**src/rtl/dmem_arbiter_pkg.sv**
```systemverilog
// Shared processor definitions for the data-memory arbiter: default sizes and
// the core-index width helper used by the arbiter and its selector.
package dmem_arbiter_pkg;

  localparam int N_CORES_DEF = 4;
  localparam int DATA_W_DEF  = 16;
  localparam int ADDR_W_DEF  = 16;
  localparam int CORE_IDX_W  = $clog2(N_CORES_DEF);

  // A single-core build still needs a one-bit index.
  function automatic int idx_w(input int n);
    return (n > 1) ? $clog2(n) : 1;
  endfunction

endpackage

```
**src/rtl/dmem_arbiter_rr_select.sv**
```systemverilog
// Round-robin priority selector: first set bit of the eligible vector found
// by searching upward from the pointer, wrapping past the top core.
module dmem_arbiter_rr_select
  import dmem_arbiter_pkg::*;
#(
  parameter int N_CORES = N_CORES_DEF,
  parameter int IDX_W   = CORE_IDX_W
) (
  input  logic [N_CORES-1:0] i_eligible,
  input  logic [IDX_W-1:0]   i_ptr,
  output logic               o_valid,
  output logic [IDX_W-1:0]   o_idx
);

  localparam int PW = IDX_W + 1;

  logic [PW-1:0] w_pos;

  // Scanning from the far end lets the candidate closest to the pointer win.
  always_comb begin
    o_valid = 1'b0;
    o_idx   = '0;
    w_pos   = '0;
    for (int k = N_CORES - 1; k >= 0; k--) begin
      w_pos = {1'b0, i_ptr} + PW'(k);
      if (w_pos >= PW'(N_CORES)) begin
        w_pos = w_pos - PW'(N_CORES);
      end
      if (i_eligible[w_pos[IDX_W-1:0]]) begin
        o_valid = 1'b1;
        o_idx   = w_pos[IDX_W-1:0];
      end
    end
  end

endmodule

```
**src/rtl/dmem_arbiter.sv**
```systemverilog
// Multi-core data-memory arbiter: one registered memory access per cycle,
// round-robin among requesters, read data returned one cycle after the grant.
module dmem_arbiter
  import dmem_arbiter_pkg::*;
#(
  parameter int N_CORES = N_CORES_DEF,
  parameter int DATA_W  = DATA_W_DEF,
  parameter int ADDR_W  = ADDR_W_DEF
) (
  input  logic                      i_clock,
  input  logic                      i_reset_n,
  input  logic                      i_arb_en,
  input  logic [N_CORES-1:0]        i_req,
  input  logic [N_CORES-1:0]        i_we,
  input  logic [N_CORES*ADDR_W-1:0] i_addr,
  input  logic [N_CORES*DATA_W-1:0] i_wdata,
  input  logic [DATA_W-1:0]         i_mem_rdata,
  output logic [N_CORES-1:0]        o_gnt,
  output logic [N_CORES-1:0]        o_rvalid,
  output logic [DATA_W-1:0]         o_rdata,
  output logic                      o_mem_en,
  output logic                      o_mem_we,
  output logic [ADDR_W-1:0]         o_mem_addr,
  output logic [DATA_W-1:0]         o_mem_wdata,
  output logic                      o_busy
);

  localparam int IDX_W = idx_w(N_CORES);

  logic [N_CORES-1:0] r_gnt;
  logic [N_CORES-1:0] r_rvalid;
  logic               r_mem_en;
  logic               r_mem_we;
  logic               r_rd_pending;
  logic [ADDR_W-1:0]  r_mem_addr;
  logic [DATA_W-1:0]  r_mem_wdata;
  logic [IDX_W-1:0]   r_rr_ptr;

  logic [N_CORES-1:0] w_eligible;
  logic [N_CORES-1:0] w_gnt_next;
  logic               w_win_valid;
  logic [IDX_W-1:0]   w_win_idx;
  logic [IDX_W-1:0]   w_ptr_next;
  logic               w_sel_we;
  logic [ADDR_W-1:0]  w_sel_addr;
  logic [DATA_W-1:0]  w_sel_wdata;

  // A core granted this cycle is still showing its old req, so mask it out.
  assign w_eligible = i_arb_en ? (i_req & ~r_gnt) : '0;

  dmem_arbiter_rr_select #(
    .N_CORES (N_CORES),
    .IDX_W   (IDX_W)
  ) u_rr_select (
    .i_eligible (w_eligible),
    .i_ptr      (r_rr_ptr),
    .o_valid    (w_win_valid),
    .o_idx      (w_win_idx)
  );

  always_comb begin
    w_gnt_next  = '0;
    w_sel_we    = 1'b0;
    w_sel_addr  = '0;
    w_sel_wdata = '0;
    for (int i = 0; i < N_CORES; i++) begin
      if (w_win_valid && (w_win_idx == IDX_W'(i))) begin
        w_gnt_next[i] = 1'b1;
        w_sel_we      = i_we[i];
        w_sel_addr    = i_addr[i*ADDR_W +: ADDR_W];
        w_sel_wdata   = i_wdata[i*DATA_W +: DATA_W];
      end
    end
    w_ptr_next = (w_win_idx == IDX_W'(N_CORES - 1)) ? '0 : w_win_idx + IDX_W'(1);
  end

  // Address and write data hold through idle cycles; only the strobes drop.
  always_ff @(posedge i_clock or negedge i_reset_n) begin
    if (!i_reset_n) begin
      r_gnt        <= '0;
      r_rvalid     <= '0;
      r_mem_en     <= 1'b0;
      r_mem_we     <= 1'b0;
      r_rd_pending <= 1'b0;
      r_mem_addr   <= '0;
      r_mem_wdata  <= '0;
      r_rr_ptr     <= '0;
    end else begin
      r_gnt        <= w_gnt_next;
      r_mem_en     <= w_win_valid;
      r_mem_we     <= w_win_valid & w_sel_we;
      r_rd_pending <= r_mem_en & ~r_mem_we;
      r_rvalid     <= (r_mem_en & ~r_mem_we) ? r_gnt : '0;
      if (w_win_valid) begin
        r_mem_addr  <= w_sel_addr;
        r_mem_wdata <= w_sel_wdata;
        r_rr_ptr    <= w_ptr_next;
      end
    end
  end

  assign o_gnt       = r_gnt;
  assign o_rvalid    = r_rvalid;
  assign o_rdata     = i_mem_rdata;
  assign o_mem_en    = r_mem_en;
  assign o_mem_we    = r_mem_we;
  assign o_mem_addr  = r_mem_addr;
  assign o_mem_wdata = r_mem_wdata;
  assign o_busy      = (|r_gnt) | r_rd_pending;

endmodule

```
**config.mk**
```make
export PLATFORM = sky130hd
export DESIGN_NAME = dmem_arbiter
export DESIGN_NICKNAME = d
export VERILOG_FILES = /design/src/rtl/dmem_arbiter_pkg.sv /design/src/rtl/dmem_arbiter_rr_select.sv /design/src/rtl/dmem_arbiter.sv
export SDC_FILE = /design/constraint.sdc
export NUM_CORES = 1
export LEC_CHECK = 0
export CORE_MARGIN = 5
export CORE_UTILIZATION = 39
export DETAILED_ROUTE_END_ITERATION = 12
export HOLD_SLACK_MARGIN = 0.06
export PLACE_DENSITY = 0.86
export SYNTH_ARGS = -nofsm -noshare
export SYNTH_HDL_FRONTEND = slang
export SYNTH_HIERARCHICAL = 1
export SYNTH_SLANG_ARGS = --single-unit
```
**constraint.sdc**
```tcl
create_clock -name i_clock -period 6.55 [get_ports i_clock]
set_input_delay 0.9825 -clock i_clock [delete_from_list [all_inputs] [get_ports i_clock]]
set_output_delay 0.9825 -clock i_clock [all_outputs]
set_load 0.005 [all_outputs]
```
---- Word level (Yosys, flattened, before mapping) ----
Index checks and enable logic that the tools add are counted.
cells by class
  $add $sub $neg .......................... 8
  $lt $le $gt $ge ......................... 8
  eq/ne operators ......................... 3
  multiplexer cells ....................... 39
  bitwise operators ....................... 6
  reduce and logical (&&, ||, !) cells .... 6
operator list
  kind                                                                                 number
  16-bit 2-to-1 mux                                                                    8
  2-bit 2-to-1 mux                                                                     9
  1-bit 2-to-1 mux                                                                     16
  2-bit by 3-bit < comparator with 1-bit output, second input constant                 4
  3-bit greater-or-equal comparator, second input constant                             3
  1-bit binary-select mux with 2-bit select                                            4
  4-bit 2-to-1 mux                                                                     2
  2-bit by 1-bit subtractor with 2-bit output, second input constant                   4
  2-bit by 2-bit adder with 3-bit output, second input constant                        2
  4-bit AND                                                                            1
  2-bit equality test, second input constant                                           2
  1-bit logical AND                                                                    4
  4-bit inverter                                                                       1
  4-bit OR reduction                                                                   1
  2-bit by 1-bit adder with 3-bit output, second input constant                        1
  2-bit by 3-bit greater-or-equal comparator with 1-bit output, second input constant  1
  2-bit by 1-bit adder with 2-bit output, second input constant                        1
  1-bit AND                                                                            2
  2-bit by 1-bit equality test with 1-bit output, second input constant                1
  2-bit zero test                                                                      1
  1-bit inverter                                                                       1
  1-bit OR                                                                             1
word-level totals
  register bits ........................... 45
  bits of input ports ..................... 155
  output and inout port bits .............. 59
  logic and storage cells ................. 78

---- Logic depth before layout (Yosys ltp) ----
Gate-level depths: netlist of the first run.
  depth after elaboration ................. 16
  depth in mapped cells ................... 13
  gate-level depth less buffers ........... 10

---- By module ----
The synthesis of the first run kept the hierarchy.
by module, submodules not included
  module                  times used  cells an instance  area an instance (µm²)  seq. area each (µm²)
  dmem_arbiter            1           282                3,154.3                 1,126.1
  dmem_arbiter_rr_select  1           13                 77.6                    0.0

---- Worst setup path before layout of the first run ----
No wires, ideal clock.
  path kind ............................... input to register
  start point ............................. input i_arb_en
  end point ............................... register r_mem_addr[0], in the netlist o_mem_addr[0]
  library setup time ...................... 130 ps
  arrival time ............................ 2,572 ps
  required time ........................... 6,420 ps
  slack ................................... 3,848 ps
  stages .................................. 12
  buffers on the path ..................... 3
  cells stage by stage .................... and3b_1 -> nand2b_1 -> a211oi_1 -> nor2_1 -> inv_1 -> ha_1 -> buf_6 -> nor2b_4 -> buf_6 -> buf_12 -> a221oi_2 -> o31ai_2
on the way
  word-level cells in the longest chain between the ends .. 13
  elaborated cells between the ends (all ways) .. 29
  classes of those cells .................. eq/ne (3); mux (21); reduce/logical (5)
RTL lines
  what                                       line                          RTL
  from (decl)                                dmem_arbiter.sv:12            input logic i_arb_en,
  4-bit 2-to-1 mux (*)                       dmem_arbiter.sv:49            assign w_eligible = i_arb_en ? (i_req & ~r_gnt) : '0;
  1-bit binary-select mux with 2-bit select  dmem_arbiter_rr_select.sv:29  if (i_eligible[w_pos[IDX_W-1:0]]) begin
  1-bit 2-to-1 mux (implied by the code)     dmem_arbiter_rr_select.sv:29
  2-bit 2-to-1 mux (3 in a row)              dmem_arbiter_rr_select.sv:29
  2-bit 2-to-1 mux (*)                       dmem_arbiter_rr_select.sv:29
  via w_win_idx[1]                           dmem_arbiter.sv:42            logic [IDX_W-1:0] w_win_idx;
  2-bit zero test                            dmem_arbiter.sv:67            if (w_win_valid && (w_win_idx == IDX_W'(i))) begin
  1-bit logical AND                          dmem_arbiter.sv:67
  16-bit 2-to-1 mux (3 in a row)             dmem_arbiter.sv:67
  16-bit 2-to-1 mux (*)                      dmem_arbiter.sv:67
  to (signal assigned)                       dmem_arbiter.sv:95            r_mem_addr <= w_sel_addr;
  to (decl)                                  dmem_arbiter.sv:35            logic [ADDR_W-1:0] r_mem_addr;
The timed path passes the listed nets; every way through them passes the cells marked *. The select of a mux whose other input is x is not followed.
A chain may end at the register's enable or synchronous reset.

---- Worst setup path in the final report of the first run ----
  start point ............................. input i_arb_en
  end point ............................... register r_mem_wdata[0], in the netlist o_mem_wdata[0]
on the way
  word-level cells in the longest chain between the ends .. 13
  elaborated cells between the ends (all ways) .. 29
  classes of those cells .................. eq/ne (3); mux (21); reduce/logical (5)
RTL lines
  what                                       line                          RTL
  4-bit 2-to-1 mux (*)                       dmem_arbiter.sv:49
  via w_eligible[3]                          dmem_arbiter.sv:39            logic [N_CORES-1:0] w_eligible;
  1-bit binary-select mux with 2-bit select  dmem_arbiter_rr_select.sv:29
  1-bit 2-to-1 mux (implied by the code)     dmem_arbiter_rr_select.sv:29
  2-bit 2-to-1 mux (3 in a row)              dmem_arbiter_rr_select.sv:29
  2-bit 2-to-1 mux (*)                       dmem_arbiter_rr_select.sv:29
  via w_win_idx[1]                           dmem_arbiter.sv:42
  2-bit zero test                            dmem_arbiter.sv:67
  1-bit logical AND                          dmem_arbiter.sv:67
  16-bit 2-to-1 mux (3 in a row)             dmem_arbiter.sv:67
  16-bit 2-to-1 mux (*)                      dmem_arbiter.sv:67
  to (signal assigned)                       dmem_arbiter.sv:96            r_mem_wdata <= w_sel_wdata;
  to (decl)                                  dmem_arbiter.sv:36            logic [DATA_W-1:0] r_mem_wdata;
Marks and branches as above.

==> results.toml, run 1 <==
[status]
status = "completed"

[timing]
min_period_ns = 3.78
slew_violations = 0
slew_headroom_pct = 17.4
post-route-period-util_pct = 57.7
worst_slack_ns = 2.77
fin_tns_setup_ns = 0
skew_ns = 0.00418
hold_viol = 0
setup_violations = 0
rsz0062_at_grt = "no"
tightest_slew_ns = 1.24
fmax_mhz = 265

[yosys]
synth_seq_area_share_pct = 34.8
netlist_instances = 295
synth_fp_nets = 454
avgSynthCellArea_um2 = 11.0
ys_seq_elements = 45
synth_warnings = 6
synth_cell_types = 30
syn_area_um2 = 3230

[critical_path]
worstPathMaxFanout = 33
worst_r2r_path_depth = 9
r2r_start = "o_gnt[3]"
cp.required_ns = 6.74
crit_type = "in -> reg"
crit_path_end_kind = "register"
crit_path_start = "i_arb_en"
worstPathArrival_ns = 3.97
start_kind = "primary input"

[pwr]
ir_worst_vdd_mv = 0.120
p_comb_share_pct = 55.0
p_sw_mw = 0.509
p_seq_share_pct = 30.4
internal-power_mw = 0.978
p_per_area_nw_per_um2 = 299
p_clk_share_pct = 14.6
swShare_pct = 34.2
p_leak_nw = 1.95

[grt]
antenna_found_initial = 1
grt_pass1_vias = 3252
grt_max_degree = 46
grt_first_pass_wirelength_um = 15900
grt_usage_pct = 19.7
grt-ovfl-total = 0

[cts]
cts_tree = "yes"
root_buffer = "clkbuf_8"
clk_pin_slew_worst_paths_ns = 0.09
cts_hold_buf = 0
cts_resized = 0
cts_htree_levels = 2
cts-buffers-inserted = 5
cts_max_path_buffers = 2
post_cts_buffers = 0
clkSinkCount = 45
clock_latency_ns = 0.30

[min_path]
whs_path_depth = 1
min_path_type = "reg -> reg"
worstHoldStart = "o_mem_we"

[drt]
routed_wl_um = 10300
drt-pass1-iter-count = 4
drt_first_iter_violations = 99
detail-route-antenna-nets = 0
drc_errors = 0
viasPerCell = 5.34
route.detailed.wl_per_inst_um = 18.7
num_vias = 2937

[place]
port-buffer-count = 181
hpwl_um = 7680
pre_cts_slack_ns = 2.47
globalplace.congestion = 0.778
dpl.cell_count = 542

[final_layout]
nets = 603
seq_area_um2 = 1130
antenna_cells = 0
area_delta_synth_final_pct = 53.7
final_cell_mix = "180 x clkdlybuf4s50_1, 47 x nor2b_1, 45 x dfrtp_1"
final_common_cell = "clkdlybuf4s50_1"
multi_input_area_um2 = 1750
stdcell_count = 550
drive_gt1_share_pct = 18.0
fillers = 698

[die]
die_area_um2 = 10200
core_um2 = 8130
row_count = 33
die_height_um = 101
initial_core_util_pct = 39.7
die_x_um = 101
io_pins = 214

[run]
maxCapViolCount = 0
layer usage:
| metal | up-vias | global-route usage [%] | share of wire [%] |
|---|---|---|---|
| li1 | 1352 | - | - |
| met1 | 1406 | 20.9 | 35 |
| met2 | 149 | 36.1 | 53 |
| met3 | 28 | 6.16 | 9.8 |
| met4 | 2 | 7.57 | 2.7 |
| met5 | - | 0 | 0.068 |
stage by stage:
| step | util (%) | power, mW | hold WS, ns | area, µm² |
|---|---|---|---|---|
| after floorplan | - | 0.938 | 0.457 | 3230 |
| after global placement | 59.7 | 1.26 | 0.527 | 4850 |
| after detailed placement | 59.7 | 1.28 | 0.531 | 4850 |
| after CTS | 61.1 | 1.50 | 0.545 | 4970 |
| after global routing | 61.1 | 1.58 | 0.574 | 4970 |
| final | 61.1 | 1.49 | 0.545 | 4970 |
sequential cells by signal, indices dropped and copies added, names as in the netlist:
signal,count
r_rd_pending,1
o_mem_wdata,16
o_rvalid,4
o_mem_en,1
r_rr_ptr,2
o_mem_we,1
o_gnt,4
o_mem_addr,16
final timing paths:
path | endpoint | slack (ns)
worst min register to register | r_rd_pending | 0.54
min in group asynchronous | o_gnt[0] | 0.87
worst max-delay path | o_mem_wdata[0] | 2.77
worst max register to register | o_mem_wdata[0] | 3.54
max in group asynchronous | o_mem_addr[4] | 5.04
worst min-delay path | r_rd_pending | 0.54
power by group through the flow:
stage / Combinational (mW) / Clock, mW / Sequential [mW]
4_1_cts: 0.828 / 0.223 / 0.453
2_1_floorplan: 0.479 / 0 / 0.459
6_report: 0.817 / 0.217 / 0.453
3_3_place_gp: 0.806 / 0 / 0.452
3_5_place_dp: 0.826 / 0 / 0.458
5_1_grt: 0.883 / 0.230 / 0.469
critical path: stages:
cell,delay [ns]
clkdlybuf4s50_1,0.47
and3b_1,0.25
nand2b_1,0.15
a211oi_1,0.24
nor2_1,0.11
inv_1,0.09
ha_1,0.16
nor2b_4,0.99
a221oi_1,0.19
o31ai_1,0.31
cell type report:
class,count,share of cell area [%]
Tap cell,105,2.64
Clock buffer,5,1.39
Timing Repair Buffer,185,37.0
Multi-Input combinational cell,205,35.2
Sequential cell,45,22.7
Inverter,2,0.151
Clock inverter,3,0.932
kinds of logic (layout without fill, tap and decap cells):
group / after synthesis / after routing / synth area share (%)
compound gates: 101 / 101 / 32.8
fa+ha+maj: 4 / 4 / 1.55
buf+inv: 45 / 195 / 11.2
flops: 45 / 45 / 34.8
mux: 3 / 3 / 1.01
simple gates: 97 / 97 / 18.6
Yosys cell counts:
master,instances,area [µm²]
dfrtp_1,45,1130
nand2b_1,3,18.8
nand2_1,7,26.3
buf_12,3,60.1
nor2_1,9,33.8
o31ai_2,30,375
o31ai_1,3,22.5
a211oi_2,1,12.5
a21oi_1,33,165
a221oi_2,30,450
inv_1,2,7.51
clkbuf_8,3,41.3
buf_6,3,33.8
and3b_1,1,8.76
mux2_2,2,22.5
ha_1,4,50.1
nor3b_1,1,7.51
and2b_1,19,143
mux2i_1,1,10.0
buf_2,10,50.1
clkbuf_1,2,7.51
clkbuf_2,1,5.00
and2_1,8,50.1
buf_4,19,143
nor3_1,1,5.00
nor2b_4,1,13.8
a211oi_1,1,7.51
nor2b_1,47,294
clkbuf_4,2,15.0
a221oi_1,3,26.3
Power figures use the tool's default switching activity.
==> run 2, diff against run 1 <==
- CORE_UTILIZATION: 39 -> 33
- PLACE_DENSITY: 0.86 -> 0.78
- clock period: 6.55 -> 3.4 ns (I/O delays scaled with it)
==> run 2 against run 1 <==
Sequential share of layout area fell by 0.36 points. Clock skew rose by 0.0025 ns. Final area rose by 1.6%. Non-clock buffer count rose by 4. Register-to-register slack got worse by 2.8 ns. Via count fell by 1.5%. First-iteration DRC count rose by 8.1%. Critical path type unchanged. Largest power group unchanged. Highest routed layer is now met4.
==> results.toml, run 2 (synthesized netlist as in run 1, its figures left out) <==
[status]
status = "completed"

[cts]
cts_htree_levels = 2
cts-buffers-inserted = 5
cts_tree = "yes"
root_buffer = "clkbuf_8"
clk_pin_slew_worst_paths_ns = 0.08
cts_max_path_buffers = 2
cts_hold_buf = 0
clock_latency_ns = 0.30
clkSinkCount = 45

[min_path]
min_path_type = "in -> async"

[final_layout]
fillers = 869
multi_input_area_um2 = 1760
antenna_cells = 0
drive_gt1_share_pct = 18.7
fin_util_pct = 52.1
nets = 608
stdcell_count = 582
final_common_cell = "clkdlybuf4s50_1"
finalInstanceArea_um2 = 5050
area_delta_synth_final_pct = 56.2
final_cell_mix = "180 x clkdlybuf4s50_1, 47 x nor2b_1, 45 x dfrtp_1"
seq_area_um2 = 1130

[pwr]
ir_worst_vdd_mv = 0.234
p_leak_nw = 1.98
p_total_mw = 2.88
p_per_area_nw_per_um2 = 571

[drt]
num_vias = 2894
routed_wl_um = 10400
route.detailed.wl_per_inst_um = 17.9
drt-pass1-iter-count = 4
viasPerCell = 4.97
drt_first_iter_violations = 107
drc_errors = 0
detail-route-antenna-nets = 0

[run]
maxCapViolCount = 0

[timing]
hold_viol = 0
slew_violations = 0
post-route-period-util_pct = 85.7
worst_slack_ns = 0.488
min_period_ns = 2.91
tightest_slew_ns = 1.04
fin_tns_setup_ns = 0
skew_ns = 0.00671
slew_headroom_pct = 30.5
fmax_mhz = 343
setup_violations = 0
rsz0062_at_grt = "no"
fin_hold_ws_ns = 0.397

[grt]
antenna_found_initial = 0
grt_first_pass_wirelength_um = 15500
grt_usage_pct = 16.7
grt_pass1_vias = 3084
grt-ovfl-total = 0
grt_max_degree = 66

[place]
hpwl_um = 7640
globalplace.congestion = 0.739
port-buffer-count = 181
pre_cts_slack_ns = -0.185
place_area_um2 = 4930
dpl.cell_count = 574

[critical_path]
cp.required_ns = 3.61
crit_chain = "clkdlybuf4s50_1 > and3b_1 > nand2b_1 > a211oi_1 > nor2_1 > inv_1 > ha_1 > nor2b_4 > a221oi_1 > o31ai_1"
worstPathMaxFanout = 17
slowest_delay_ns = 0.62
crit_type = "in -> reg"
worstPathArrival_ns = 3.12
crit_path_end_kind = "register"
slowest_stage = "nor2b_4"
start_kind = "primary input"

[die]
row_count = 36
die_x_um = 109
die_area_um2 = 11900
initial_core_util_pct = 33.4
io_pins = 214
die_height_um = 109
core_um2 = 9680
## run 2: path summary, 6_finish.rpt
check / from / endpoint / slack, ns / cells past startpoint
min in group i_clock: o_mem_we / r_rd_pending / 0.52 / 1
worst min-delay path: i_reset_n / o_mem_wdata[2] / 0.40 / 1
worst max-delay path: i_arb_en / o_mem_wdata[1] / 0.49 / 10
max in group asynchronous: i_reset_n / o_mem_addr[1] / 2.36 / 1
worst max register to register: o_gnt[3] / o_mem_wdata[1] / 0.76 / 7
worst min register to register: o_mem_we / r_rd_pending / 0.52 / 1
## run 2: cell type report
cell class                      instances  area share, %
Timing Repair Buffer                  189           37.2
Multi-Input combinational cell        206           35.0
Sequential cell                        45           22.3
Tap cell                              133           3.30
Clock buffer                            5           1.36
Clock inverter                          2          0.694
Inverter                                2          0.149
## run 2: timing repair
action	CTS	global route
endpoints found under the setup margin	0	2
gates resized for setup	0	1
setup buffers	0	0
## run 2: where the power goes
| part | leakage (nW) | internal [mW] | switching, mW |
|---|---|---|---|
| Clock | 0.0540 | 0.214 | 0.180 |
| Sequential | 0.567 | 0.750 | 0.117 |
| Combinational | 1.36 | 0.938 | 0.685 |
## run 2: routing by layer
layer  vias up  GRT usage, %  part of all wire, %
met1      1379          17.9                   37
met3        22          5.39                  9.5
met5         -             0                    0
met4         0          5.32                  2.1
li1       1363             -                    -
met2       130          30.8                   51
## run 2: critical path: cells and delay by family
kind / cells / cell delay (ns)
adders and majority gates: 1 / 0.20
buffers and inverters: 2 / 0.56
and+or+nand+nor: 4 / 1.14
AOI/OAI and AO/OA: 3 / 0.69
==> run 3, diff against run 2 <==
- ABC_CLOCK_PERIOD_IN_PS: unset -> 3400
==> results of run 3 <==
No change in the layout: final DEF, timing and power equal those of run 2.
==> RTL change 1, RTL diff (config.mk and constraints of run 3) <==
Reset style: synchronous (`i_reset_n`), changed in one clocked block.
--- a/src/rtl/dmem_arbiter.sv
+++ b/src/rtl/dmem_arbiter.sv
@@ -75,7 +75,7 @@
   end
 
   // Address and write data hold through idle cycles; only the strobes drop.
-  always_ff @(posedge i_clock or negedge i_reset_n) begin
+  always_ff @(posedge i_clock) begin
     if (!i_reset_n) begin
       r_gnt        <= '0;
       r_rvalid     <= '0;
Formal check against the unedited RTL: differs if i_reset_n is asserted again (counterexample within 4 cycles, from zero or initial values and one cycle with i_reset_n low); with i_reset_n held inactive, the same outputs for 10 cycles.
==> RTL change 1 against run 3 <==
Clock skew is essentially flat. Synthesized area shrank 17%. Hold slack gained 0.10 ns. Final area shrank 9.9%. Utilization grew 6.1 points. Setup slack lost 0.22 ns. Routed wire length shrank 5.1%. Sequential cell count is the same. Count of clock-buffer cells in the layout is the same. Non-clock buffer count grew 1. Final cell count shrank 9.1%. Critical path type unchanged. Largest cell class unchanged. Highest routed layer unchanged.
Power is not compared: it rests on default switching activity, and its combinational part moved more than twofold at a synthesized area within 25%.
==> RTL change 1: results <==
worst_setup_path:
  r2r_cells: 10
  cpMaxStageDelayCell: "nor2b_2"
  arrival_ns: 3.33
  critical_path.max_fanout: 17
  rrSetupSlack_ns: 0.58
  cp-endpoint: "o_mem_we$_SDFF_PN0_"
  reg2reg_from: "o_gnt[1]$_SDFF_PN0_"
cells_and_area:
  nNetsFinal: 585
  nFillCells: 704
  final_layout_size_suffix_gt1_share_pct: 5.15
  diodes: 0
drt:
  routed_via_density: 5.49
  drt_iter0_drc: 81
  wl_per_cell_um: 18.6
  dr.pass1.iters: 5
  vias: 2904
timing:
  relSlewSlack_pct: 35.0
  clock_skew_ns: 0.00680
  holdWs_ns: 0.497
cts:
  cts-root-to-sink-buffers: 2
min_path:
  hp-class: "reg -> reg"
placed_design:
  dpl_cell_area_sq_um: 4410
  pre_cts_ws_ns: -0.0421
  dp_hpwl_mm: 7.46
  place.gp.congestion: 0.832
  dp_cells: 521
grt:
  grt_pass1_vias: 3115
  grt_usage_pct: 18.7
  grt_pass1_wl_mm: 15.1
  grt_max_degree: 35
yosys:
  async_flop_share_pct: 0
  yosys-top-cells-count: "dfxtp_1 (45), nand2b_1 (34), a221o_1 (31), a22o_1 (31), a32o_1 (31)"
  synthFlopType: "dfxtp_1"
  ys_seq_area_share_pct: 33.7
  syn_nets: 435
  ys_top_cells_by_area: "dfxtp_1 (34%), a221o_1 (12%), a32o_1 (12%), a22o_1 (10%), nand2b_1 (8.0%)"
  synth_cells: 276
status:
  outcome: "finished clean"
==> RTL change 1: changes by cell type in the layout (fill, tap and decap cells not counted), sizes merged, moves of 5 or more <==
cell,delta
a21oi,-31
a221o,+31
a221oi,-31
a22o,+31
a32o,+31
and2b,-19
dfrtp,-45
dfxtp,+45
inv,+5
nand2b,+31
nor2b,-48
o31ai,-33
==> RTL change 1: power groups by stage <==
stage	sequential, uW	clock, uW	combinational [uW]
global placement	651	0	723
floorplan	656	0	371
global route	651	517	787
CTS	642	495	743
finish	642	477	735
detailed placement	654	0	739
==> RTL change 1: final cells by class <==
class                           count  area [sq um]  area share, %
Clock buffer                        5          68.8           1.51
Clock inverter                      3          65.1           1.43
Inverter                            7          26.3          0.578
Multi-Input combinational cell    177          1440           31.7
Sequential cell                    45           901           19.8
Tap cell                          102           128           2.81
Timing Repair Buffer              190          1920           42.2
==> RTL change 1: logic make-up (layout without fill, tap and decap cells) <==
logic type               count (synthesis)  count (layout)  synth area share (%)
buffers and inverters                   54             205                  12.6
AND/OR/NAND/NOR                         68              68                  14.7
multiplexers                             2               2                 0.749
AO/OA/AOI/OAI                          103             103                  36.4
adder cells (fa/ha/maj)                  4               4                  1.87
flip-flops                              45              45                  33.7
==> RTL change 1: metal layers <==
layer / global-route usage [%] / part of all wire (%) / wire (um) / vias to the layer above
li1: - / - / - / 1370
met1: 20.3 / 38 / 3740 / 1377
met2: 33.7 / 50 / 4900 / 137
met3: 6.88 / 10 / 1030 / 20
met4: 5.91 / 2.0 / 200 / 0
met5: 0 / 0 / 0 / -
==> RTL change 2, RTL diff (config.mk and constraints of run 3) <==
Made on the original files. Set the package constant `DATA_W_DEF` to 32 (it was 16).
--- a/src/rtl/dmem_arbiter_pkg.sv
+++ b/src/rtl/dmem_arbiter_pkg.sv
@@ -3,7 +3,7 @@
 package dmem_arbiter_pkg;
 
   localparam int N_CORES_DEF = 4;
-  localparam int DATA_W_DEF  = 16;
+  localparam int DATA_W_DEF  = 32;
   localparam int ADDR_W_DEF  = 16;
   localparam int CORE_IDX_W  = $clog2(N_CORES_DEF);
 
Ports: changed (resized i_mem_rdata, i_wdata, o_mem_wdata and o_rdata); port bits go from 214 to 326. The function was not compared with the original's and may differ.
==> RTL change 2 against run 3 <==
Synthesized area up 24%. Routed wire length increased by 50%. Setup slack got worse by 0.18 ns. Final area up 35%. Sequential power increased by 40%. Sequential cell count rose by 16. Fmax is 5.9% lower. Total power is 47% higher. Critical endpoint is now o_mem_wdata[18]$_DFFE_PN0P_. Largest power group unchanged.
==> RTL change 2: results <==
status:
  outcome: "finished clean"
timing:
  holdWs_ns: 0.358
  fmax_mhz: 323
  tightest_slew_ns: 0.791
  clock_skew_ns: 0.00775
cts:
  root_buffer: "clkbuf_16"
  clkTransAtPathRegs_ns: 0.06
  clk_latency_ns: 0.32
  htreeDepth: 3
  cts_resized: 0
  cts-root-to-sink-buffers: 2
  post_cts_buffers: 0
  cts_made_buffers: 9
drt:
  wl_per_cell_um: 19.8
  vias: 4174
  ant_nets: 0
  drt_iter0_drc: 217
  dr.pass1.iters: 4
yosys:
  ys_types: 25
  yosys-top-cells-count: "nor2b_1 (98), dfrtp_1 (61), a21oi_1 (49)"
  async_flop_share_pct: 100
  ys_top_cells_by_area: "dfrtp_1 (38%), nor2b_1 (15%), a221oi_1 (8.5%), o31ai_1 (7.3%), buf_4 (6.4%)"
  syn_nets: 658
  yosys_warnings: 6
  synthFlopType: "dfrtp_1"
  ys_seq_area_share_pct: 38.2
cells_and_area:
  nNetsFinal: 875
  largest_register_ffs: 32
  final_layout_size_suffix_gt1_share_pct: 9.67
  diodes: 0
placed_design:
  place.gp.congestion: 0.827
  dp_hpwl_mm: 11.5
  port-buffer-count: 261
  pre_cts_ws_ns: -0.287
power_and_ir_drop:
  p_leak_uw: 0.00260
  vdd_drop_max_mv: 0.236
grt:
  grt_pass1_wl_mm: 23.8
  grt_pass1_vias: 4569
  grt_antenna_before_repair: 0
  grt_usage_pct: 20.5
  grt_max_degree: 100
min_path:
  hp-class: "in -> async"
worst_setup_path:
  arrival_ns: 3.29
  rrSetupSlack_ns: 0.58
  critical_path.max_fanout: 50
## RTL change 2: layout make-up
class | count | area (sq um)
sequential | 61 | 1530
inverter | 2 | 7.51
fill | 1071 | 5150
clock buffer | 9 | 225
multi-input combinational | 286 | 2060
clock inverter | 7 | 76.3
tap | 147 | 184
timing repair buffer | 276 | 2730
## RTL change 2: worst paths after layout
check                      depth (start not counted)                     endpoint                from
max in group asynchronous                          2  o_mem_wdata[30]$_DFFE_PN0P_           i_reset_n
max reg2reg                                        8  o_mem_wdata[18]$_DFFE_PN0P_  o_gnt[3]$_DFF_PN0_
min                                                2  o_mem_wdata[11]$_DFFE_PN0P_           i_reset_n
max                                                9  o_mem_wdata[18]$_DFFE_PN0P_            i_arb_en
min reg2reg                                        1       r_rd_pending$_DFF_PN0_  o_mem_we$_DFF_PN0_
min in group i_clock                               1       r_rd_pending$_DFF_PN0_  o_mem_we$_DFF_PN0_
## RTL change 2: routing by layer
layer | vias up | GRT usage, % | routed length (um)
li1 | 1939 | - | -
met1 | 1951 | 23.2 | 5830
met2 | 228 | 35.6 | 7800
met3 | 56 | 5.70 | 1360
met4 | 0 | 9.74 | 590
met5 | - | 0 | 0
## RTL change 2: worst max-delay path: stages
cell             delay, ns
clkdlybuf4s50_1       0.53
and3b_1               0.22
buf_4                 0.13
mux2i_1               0.08
a211oi_2              0.39
ha_2                  0.34
buf_4                 0.54
a221oi_1              0.22
o31ai_1               0.33
## RTL change 2: report_power, final
group	internal (uW)	switching (uW)	leakage, uW
combinational	1230	886	0.00169
clock	569	339	0.000142
sequential	1030	175	0.000767
total	2840	1400	0.00260
## RTL change 2: metrics by stage
stage | setup TNS, ns | util (%) | total power (uW) | instance area (sq um) | cells
finish | 0 | 56.9 | 4240 | 6810 | 788
CTS | 0 | 56.8 | 4260 | 6800 | 787
global route | 0 | 56.9 | 4500 | 6810 | 788
floorplan | 0 | - | 2200 | 4000 | 419
detailed placement | -4.17 | 54.3 | 3330 | 6500 | 771
global placement | -0.546 | 54.3 | 3260 | 6500 | 771
## RTL change 2: kinds of logic (layout without fill, tap and decap cells)
family	Yosys count	count (layout)	share of synthesized area (%)
AO/OA/AOI/OAI	149	149	29.4
adder cells (fa/ha/maj)	4	4	1.25
buffers and inverters	73	294	10.9
flip-flops	61	61	38.2
multiplexers	3	3	0.814
AND/OR/NAND/NOR	129	130	19.4
